## config.mk

```make
export PLATFORM = sky130hd
export DESIGN_NAME = wb_stream_wr
export DESIGN_NICKNAME = d
export VERILOG_FILES = /design/src/rtl/wb_stream_wr_pkg.sv /design/src/rtl/wb_stream_wr_skid.sv /design/src/rtl/wb_stream_wr.sv
export SDC_FILE = /design/constraint.sdc
export NUM_CORES = 1
export LEC_CHECK = 0
export ABC_AREA = 1
export CAP_MARGIN = 25
export CORE_MARGIN = 2
export CORE_UTILIZATION = 46
export DETAILED_ROUTE_END_ITERATION = 12
export GPL_ROUTABILITY_DRIVEN = 0
export PLACE_DENSITY = 0.82
export SLEW_MARGIN = 20
export SYNTH_ARGS = -nofsm -noshare
export SYNTH_HDL_FRONTEND = slang
export SYNTH_SLANG_ARGS = --single-unit
```

## constraint.sdc

```tcl
create_clock -name clk_i -period 1.8 [get_ports clk_i]
set_input_delay 0.36 -clock clk_i [delete_from_list [all_inputs] [get_ports clk_i]]
set_output_delay 0.36 -clock clk_i [all_outputs]
set_load 0.005 [all_outputs]
```

## src/rtl/wb_stream_wr_pkg.sv

```systemverilog
// Shared definitions for the Wishbone write streamer: FSM state encodings
// and skid-buffer sizing.
package wb_stream_wr_pkg;

  typedef enum logic [1:0] {
    ST_IDLE  = 2'd0,
    ST_BUSY  = 2'd1,
    ST_DRAIN = 2'd2
  } state_e;

  localparam int unsigned SKID_DEPTH = 2;
  localparam logic [1:0]  SKID_FULL  = 2'(SKID_DEPTH);
  localparam logic [1:0]  OUTST_MAX  = 2'd2;

endpackage

```

## src/rtl/wb_stream_wr_skid.sv

```systemverilog
// wb_skid2: 2-entry FIFO between slave acceptance and master issue.
// Entry 0 is always the head; a pop shifts entry 1 down.
module wb_skid2 #(
  parameter int unsigned WIDTH = 8
) (
  input  logic             clk_i,
  input  logic             rst_ni,
  input  logic             push_i,
  input  logic             pop_i,
  input  logic [WIDTH-1:0] dat_i,
  output logic [WIDTH-1:0] head_o,
  output logic [1:0]       count_o
);
  import wb_stream_wr_pkg::*;

  logic [WIDTH-1:0] e0_q, e0_d, e1_q, e1_d;
  logic [1:0]       cnt_q, cnt_d;
  logic             do_push, do_pop;

  always_comb begin
    do_pop  = pop_i && (cnt_q != 2'd0);
    do_push = push_i && ((cnt_q != SKID_FULL) || do_pop);
    e0_d    = e0_q;
    e1_d    = e1_q;
    cnt_d   = cnt_q;
    unique case ({do_push, do_pop})
      2'b10: begin
        if (cnt_q == 2'd0) e0_d = dat_i;
        else               e1_d = dat_i;
        cnt_d = cnt_q + 2'd1;
      end
      2'b01: begin
        e0_d  = e1_q;
        cnt_d = cnt_q - 2'd1;
      end
      2'b11: begin
        // Simultaneous push/pop: count unchanged, new word lands behind the survivor.
        if (cnt_q == 2'd1) begin
          e0_d = dat_i;
        end else begin
          e0_d = e1_q;
          e1_d = dat_i;
        end
      end
      default: ;
    endcase
  end

  always_ff @(posedge clk_i or negedge rst_ni) begin
    if (!rst_ni) begin
      e0_q  <= '0;
      e1_q  <= '0;
      cnt_q <= '0;
    end else begin
      e0_q  <= e0_d;
      e1_q  <= e1_d;
      cnt_q <= cnt_d;
    end
  end

  assign head_o  = e0_q;
  assign count_o = cnt_q;

endmodule

```

## src/rtl/wb_stream_wr.sv

```systemverilog
// Wishbone stream writer: buffers slave words and writes them to sequential
// addresses on a pipelined master port. Frame mode: WB_STREAM_WR_FRAME_EN.
module wb_stream_wr
  import wb_stream_wr_pkg::*;
#(
  parameter int unsigned WIDTH = 8,
  parameter int unsigned WBITS = 10,
  parameter int unsigned WORDS = 1 << WBITS,
  parameter int unsigned START = 0,
  parameter int unsigned LAST  = START + WORDS - 1,
  parameter int unsigned STEP  = 1,
  parameter int unsigned DELAY = 3
) (
  input  logic             clk_i,
  input  logic             rst_ni,
  input  logic             s_cyc_i,
  input  logic             s_stb_i,
  input  logic             s_we_i,
  output logic             s_ack_o,
  output logic             s_wat_o,
  input  logic [WIDTH-1:0] s_dat_i,
  output logic             m_cyc_o,
  output logic             m_stb_o,
  output logic             m_we_o,
  input  logic             m_ack_i,
  input  logic             m_wat_i,
  output logic [WBITS-1:0] m_adr_o,
  output logic [WIDTH-1:0] m_dat_o,
  input  logic             clr_i,
  output logic             done_o
);

  localparam logic [WBITS-1:0] START_A = WBITS'(START);
  localparam logic [WBITS-1:0] LAST_A  = WBITS'(LAST);
  localparam logic [WBITS-1:0] STEP_A  = WBITS'(STEP);

  // DELAY only shaped simulation-time NBA delays in the original source.
  if (DELAY != 0) begin : g_sim_delay
  end

  state_e           state_q, state_d;
  logic [WBITS-1:0] adr_q, adr_d;
  logic [1:0]       outst_q, outst_d;
  logic             ack_q;
  logic [1:0]       count;
  logic [WIDTH-1:0] head;
  logic             accept, issue, ack_v, frame_done;

  wb_skid2 #(.WIDTH(WIDTH)) u_skid (
    .clk_i  (clk_i),
    .rst_ni (rst_ni),
    .push_i (accept),
    .pop_i  (issue),
    .dat_i  (s_dat_i),
    .head_o (head),
    .count_o(count)
  );

  always_comb begin
    state_d = state_q;
    m_cyc_o = (state_q != ST_IDLE);
    s_wat_o = (count == SKID_FULL) || frame_done;
    m_stb_o = (count != 2'd0) && (state_q != ST_IDLE) && !frame_done;
    accept  = s_cyc_i && s_stb_i && s_we_i && !s_wat_o;
    issue   = m_stb_o && !m_wat_i;
    unique case (state_q)
      ST_IDLE:  if (accept) state_d = ST_BUSY;
      ST_BUSY:  if (!s_cyc_i) state_d = ST_DRAIN;
      ST_DRAIN: begin
        if (s_cyc_i)                                  state_d = ST_BUSY;
        else if ((count == 2'd0) && (outst_q == 2'd0)) state_d = ST_IDLE;
      end
      default:  state_d = ST_IDLE;
    endcase
  end

  always_comb begin
    ack_v   = m_ack_i && (outst_q != 2'd0);
    outst_d = outst_q;
    unique case ({issue, ack_v})
      2'b10:   if (outst_q != OUTST_MAX) outst_d = outst_q + 2'd1;
      2'b01:   outst_d = outst_q - 2'd1;
      default: ;
    endcase
    adr_d = adr_q;
    if (clr_i)      adr_d = START_A;
    else if (issue) adr_d = (adr_q == LAST_A) ? START_A : adr_q + STEP_A;
  end

  always_ff @(posedge clk_i or negedge rst_ni) begin
    if (!rst_ni) begin
      state_q <= ST_IDLE;
      adr_q   <= START_A;
      outst_q <= '0;
      ack_q   <= 1'b0;
    end else begin
      state_q <= state_d;
      adr_q   <= adr_d;
      outst_q <= outst_d;
      ack_q   <= accept;
    end
  end

`ifdef WB_STREAM_WR_FRAME_EN
  logic done_q;

  // Issue at LAST ends the frame; clr_i reopens it.
  always_ff @(posedge clk_i or negedge rst_ni) begin
    if (!rst_ni)                         done_q <= 1'b0;
    else if (clr_i)                      done_q <= 1'b0;
    else if (issue && (adr_q == LAST_A)) done_q <= 1'b1;
  end

  assign frame_done = done_q;
`else
  assign frame_done = 1'b0;
`endif

  assign s_ack_o = ack_q;
  assign m_we_o  = 1'b1;
  assign m_adr_o = adr_q;
  assign m_dat_o = head;
  assign done_o  = frame_done;

endmodule

```

Yosys cells after proc, flatten, opt, wreduce, memory -nomap -nowiden
Cells that the tools add are included.

storage, ports and cells
  bits in registers = 33
  input bits = 16
  output and inout bits = 24
  word-level logic and storage cells = 75

operators by class
  add/sub/neg operators = 5
  equal/unequal tests = 19
  muxes and demuxes = 17
  reductions and logical operators = 27

operators by type and width
  cell                     count
  $mux W8                  4
  $mux W10                 3
  $pmux W8 S3              1
  $ne A2 B2 Y1 const B     8
  $pmux W8 S2              1
  $reduce_bool A2 Y1       7
  $add A10 B1 Y10 const B  1
  $eq A10 B10 Y1 const B   1
  $eq A2 B2 Y1 const B     5
  $mux W2                  5
  $logic_and A1 B1 Y1      9
  $eq A2 B1 Y1 const B     4
  $pmux W2 S2              2
  $logic_not A2 Y1         3
  $pmux W2 S3              1
  $reduce_and A3 Y1        2
  $add A2 B1 Y2 const B    2
  $reduce_and A2 Y1        2
  $sub A2 B1 Y2 const B    2
  $ne A3 B3 Y1 const B     1
  $reduce_bool A3 Y1       1
  $logic_not A1 Y1         2
  $logic_or A1 B1 Y1       1

Logic depth before layout (Yosys ltp)
  depth in word-level cells = 9
  gate-level depth with buffers = 12
  depth with buffers taken out = 12

Hierarchy
A second synthesis with hierarchy kept.

second synthesis, totals
  cells, all modules = 268
  area, all modules = 1955.6 um^2

by module, submodules not included
  module        times used  cells an instance  area an instance (um^2)  seq. area each (um^2)
  wb_skid2      1           135                985.9                    450.4
  wb_stream_wr  1           133                969.7                    375.4

Worst setup path before layout
No wires, ideal clock.

  kind = reg2reg
  start point = register u_skid.cnt_q[0] (netlist: u_skid.count_o[0])
  end point = register u_skid.e1_q[0]
  setup time = 126 ps
  data arrival time = 1688 ps
  required time = 1674 ps
  slack = -14 ps
  cell stages (with the launch flop) = 9
  buffers on the path = 1
  clock period less this slack = 1814 ps
  cells stage by stage = dfrtp_1 inv_1 ha_1 nor3_4 ha_1 nand2_1 o211ai_2 buf_4 o21ai_0

between the ends
  cells in the longest elaborated chain, start to end = 9
  elaborated cells on any way between the ends = 19
  classes of those cells = eq/ne: 7; mux: 1; reduce/logical: 11

RTL lines
  item                                                                 line                                         text
  start, declared                                                      wb_stream_wr_skid.sv:17                      logic [1:0] cnt_q, cnt_d;
  start signal, assigned                                               wb_stream_wr_skid.sv:57                      cnt_q <= cnt_d;
  $reduce_bool A2 Y1                                                   wb_stream_wr_skid.sv:21, wb_stream_wr.sv:63
  $logic_and A1 B1 Y1                                                  wb_stream_wr.sv:63                           m_stb_o = (count != 2'd0) && (state_q != ST_IDLE) && !frame_done;
  $logic_and A1 B1 Y1                                                  wb_stream_wr.sv:65                           issue = m_stb_o && !m_wat_i;
  $logic_and A1 B1 Y1                                                  wb_stream_wr_skid.sv:21                      do_pop = pop_i && (cnt_q != 2'd0);
  $logic_or A1 B1 Y1                                                   wb_stream_wr_skid.sv:22                      do_push = push_i && ((cnt_q != SKID_FULL) || do_pop);
  $logic_and A1 B1 Y1                                                  wb_stream_wr_skid.sv:22
  $eq A2 B2 Y1                                                         wb_stream_wr_skid.sv:26                      unique case ({do_push, do_pop})
  $ne A2 B2 Y1 (no source line) or $reduce_bool A2 Y1 (tied branches)  -
  $reduce_and A3 Y1 (no source line)                                   -
  end signal, assigned                                                 wb_stream_wr_skid.sv:52                      e1_q <= '0;
  end signal, assigned                                                 wb_stream_wr_skid.sv:56                      e1_q <= e1_d;
  end, declared                                                        wb_stream_wr_skid.sv:16                      logic [WIDTH-1:0] e0_q, e0_d, e1_q, e1_d;

Parallel ways exist; a longest one is shown, timed or not.
A chain may end at the register's enable or synchronous reset.

Final worst setup path
  start point = register u_skid.cnt_q[1] (netlist: u_skid.count_o[1])
  end point = register u_skid.e1_q[2]

The elaborated chain is that of the path after synthesis.

==> summary.md <==
| Metric | Value |
|---|---|
| Clk Latency, worst-skew pair | 0.29 ns |
| Fillers | 320 |
| Buffers added on ports | 37 |
| Status | complete, but fails checks |
| Cells after synthesis | ~250 |
| Synth top area cells | dfrtp_1 (44%), nand2_1 (21%), inv_1 (5.6%) |
| Failing checks | setup timing |
| Synth top area share | 44.1% |
| Crit Path Category | reg -> reg |
| Critical path fanouts, max | 4 |
| First-pass GRT wire length | 7400 um |
| Total Wirelength | 4850 um |
| Req. time, crit path | a little under 2 ns |
| Most common cell in the synthesized netlist | nand2_1 |
| Clock Skews | a little over 0.009 ns |
| DR WL/cell | approximately 13 um |
| DIE HEIGHT | 67.8 um |
| Fin crit share | 108% |
| Distinct cells, synth | 27 |
| Fin area | between 0.002 and 0.003 mm^2 |
| Power Total | 3.64 mW |
| Placed Cells | 353 |
| R2r setup slk | -0.14 ns |
| DRC | 0 |
| CTS Hold Bufs | 0 |
| Worst r2r src | u_skid.count_o[1]$_DFFE_PN0P_ |
| Syn_nets | around 280 |
| Crit path launch type | flop |
| H-tree lvl count | 2 |
| Min-Delay Path Depth | 2 |
| P_leak | ~1.3 nW |
| Main flop type after synthesis | dfrtp_1 |
| Core Footprint | 0.00397 mm^2 |
| Share of cells above drive strength 1 | 20.7% |
| Max clock buf depth | 2 |
| Synth warnings | 0 |
| Post-placement cell area | 0.00242 mm^2 |
| Post-synth EDFFs | 0 |
| Unrepaired setup endpoints after global routing | true |
| Initial antenna violation count | 0 |
| Hold Path End | u_skid.head_o[7]$_DFFE_PN0P_ |
| Post-synth top cells | nand2_1 (103), dfrtp_1 (33), inv_1 (28) |
| Mean post-synth cell area | ~7.4 um^2 |
| Biggest area consumer among synthesized cells | dfrtp_1 |
| Ant. Diodes | 0 |
| Post-layout util | 68.3% |
| Number of global-route vias before repair | 1,688 |
| Reg2reg path depth | 8 |
| Hold Crit Class | reg -> reg |
| Async SR Flop Fraction | 100% |
| Final cell count without fillers | 369 |
| Register bit total from synthesis | 33 |
| Worst vdd ir | around 780 uV |
| Register area share after synthesis | roughly 44% |
| Multi-input logic area | 0.00103 mm^2 |
| CP max stage delay | 0.42 ns |
| Power per cell area | 1340 mW/mm^2 |
| Gr usage total | 21.7% |
| Clk sink count | 33 |
| Global route total overflow | 0 |
| CP Buf/Inv Count | 3 |
| TritonRoute pass-1 iters | 4 |
| CP max-delay cell | dfrtp_1 |
| CP Cell Sequence | inv_2, ha_4, nor3_4, ha_4, buf_4, o211ai_4, buf_2, o21ai_0 |
| Largest delay share family, worst path | flip-flops |
| Post-DP HPWL | 3120 um |
| Min Hold Slack | 0.482 ns |
| I/O pin total | 40 |
| TritonCTS buffer count | 5 |
| Fmax achieved | between 500 and 600 MHz |
| Rows | 23 |
| Final setup violating endpoints | 5 |
| Mapped Area | 0.00187 mm^2 |
| Storage cell area | 826 um^2 |
| Setup WS post-layout | -0.135 ns |
| Slew Limit Fails | 0 |
| DIE AREA | 0.00460 mm^2 |
| Nets | 342 |
| Largest net degree at the start of global routing | 34 |
| Routed Antenna Nets | 0 |
| CP arrival | 2.11 ns |
| Die width | roughly 68 um |
| DR iter-0 viols | roughly 190 |
| Synth-to-Final Area Change | 44.8% |
| Root buffer cell | clkbuf_8 |
| CTS tree | built |
| Max_cap viols | 0 |
| Hold Vio Cnt, Final | 0 |
| Worst R2R End | u_skid.e1_q[2]$_DFFE_PN0P_ |
| Most Frequent Cell on Critical Path | ha_4 |
| Worst-path clk slew | approximately 0.070 ns |
| Crit end category | flop |
| Hold Crit Start | u_skid.head_o[7]$_DFFE_PN0P_ |
| Detailed-route via count | 1,832 |
| Tmin final | between 1.5 and 2 ns |
| Vias per cell | 4.96 |
| Initial Util | 47.2% |
==> how the worst max path moves through the flow <==
stage	cells after the start	slack (ns)	start	to
3_3_place_gp	9	-0.19	m_wat_i	u_skid.head_o[5]$_DFFE_PN0P_
6_report	8	-0.14	u_skid.count_o[1]$_DFFE_PN0P_	u_skid.e1_q[2]$_DFFE_PN0P_
5_1_grt	8	-0.20	u_skid.count_o[1]$_DFFE_PN0P_	u_skid.e1_q[2]$_DFFE_PN0P_
2_1_floorplan	12	0.07	u_skid.count_o[0]$_DFFE_PN0P_	u_skid.head_o[0]$_DFFE_PN0P_
3_5_place_dp	11	-0.27	s_we_i	u_skid.head_o[5]$_DFFE_PN0P_
4_1_cts	8	-0.02	u_skid.count_o[1]$_DFFE_PN0P_	u_skid.e1_q[5]$_DFFE_PN0P_
==> tightest hold or removal path: stages (launching register included) <==
cell     delay [ns]
dfrtp_1        0.34
nand2_1        0.06
nand2_1        0.05
==> metrics by stage <==
step	setup WS [ns]	setup TNS, ns
detailed placement	-0.265	-3.63
floorplan	0.0656	0
CTS	-0.0184	-0.0652
finish	-0.135	-0.212
global placement	-0.186	-2.44
global route	-0.200	-1.33
==> layout make-up <==
class                           instances  share of cell area (%)
Clock buffer                            7                    3.18
Inverter                               32                    4.43
Timing Repair Buffer                   61                    20.7
Sequential cell                        33                    30.4
Multi-Input combinational cell        185                    37.8
Clock inverter                          1                    1.11
Tap cell                               50                    2.31
==> placed cells by master, fill, tap and decap left out, types with 3 or more instances in the layout <==
master           count
clkdlybuf4s50_1     35
nand2_1             99
nor2_1              18
nand2_2              8
ha_4                 5
a21oi_1              3
o21ai_2              3
buf_4               20
o21ai_1              8
nand3_1             12
o21ai_0              6
inv_1               26
inv_2                6
dfrtp_1             33
clkbuf_8             6
==> logic make-up after synthesis <==
kind of cell	count (synthesis)	synth area share (%)
AO/OA/AOI/OAI	25	7.48
flip-flops	33	44.1
adder cells (fa/ha/maj)	8	5.34
XOR/XNOR	2	0.935
other	2	0.401
AND/OR/NAND/NOR	148	34.1
buffers and inverters	35	7.61
==> layer usage <==
metal	vias up	wire (um)	global-route usage [%]
li1	914	-	-
met1	864	2110	25.4
met2	46	2450	37.5
met3	8	187	5.59
met4	0	100	9.25
met5	-	0	0
==> registers in the layout, indices dropped and copies added, names as in the netlist <==
signal	flops
u_skid.e1_q	8
state_q	2
s_ack_o	1
outst_q	2
m_adr_o	10
u_skid.head_o	8
u_skid.count_o	2
==> report_power, final <==
part	total (mW)	switching, mW	internal [mW]
clock network	0.724	0.273	0.451
registers	1.18	0.191	0.991
logic	1.74	0.870	0.866
==> timing repair <==
action                                  in CTS  in global routing
pin swaps                                    2                 16
endpoints found under the setup margin      18                 18
buffers inserted                             2                  5
cloned                                       0                  1
hold endpoints to repair                     0                  0
resized for setup                           11                 24
No activity file was read; power rests on OpenSTA's default activity.
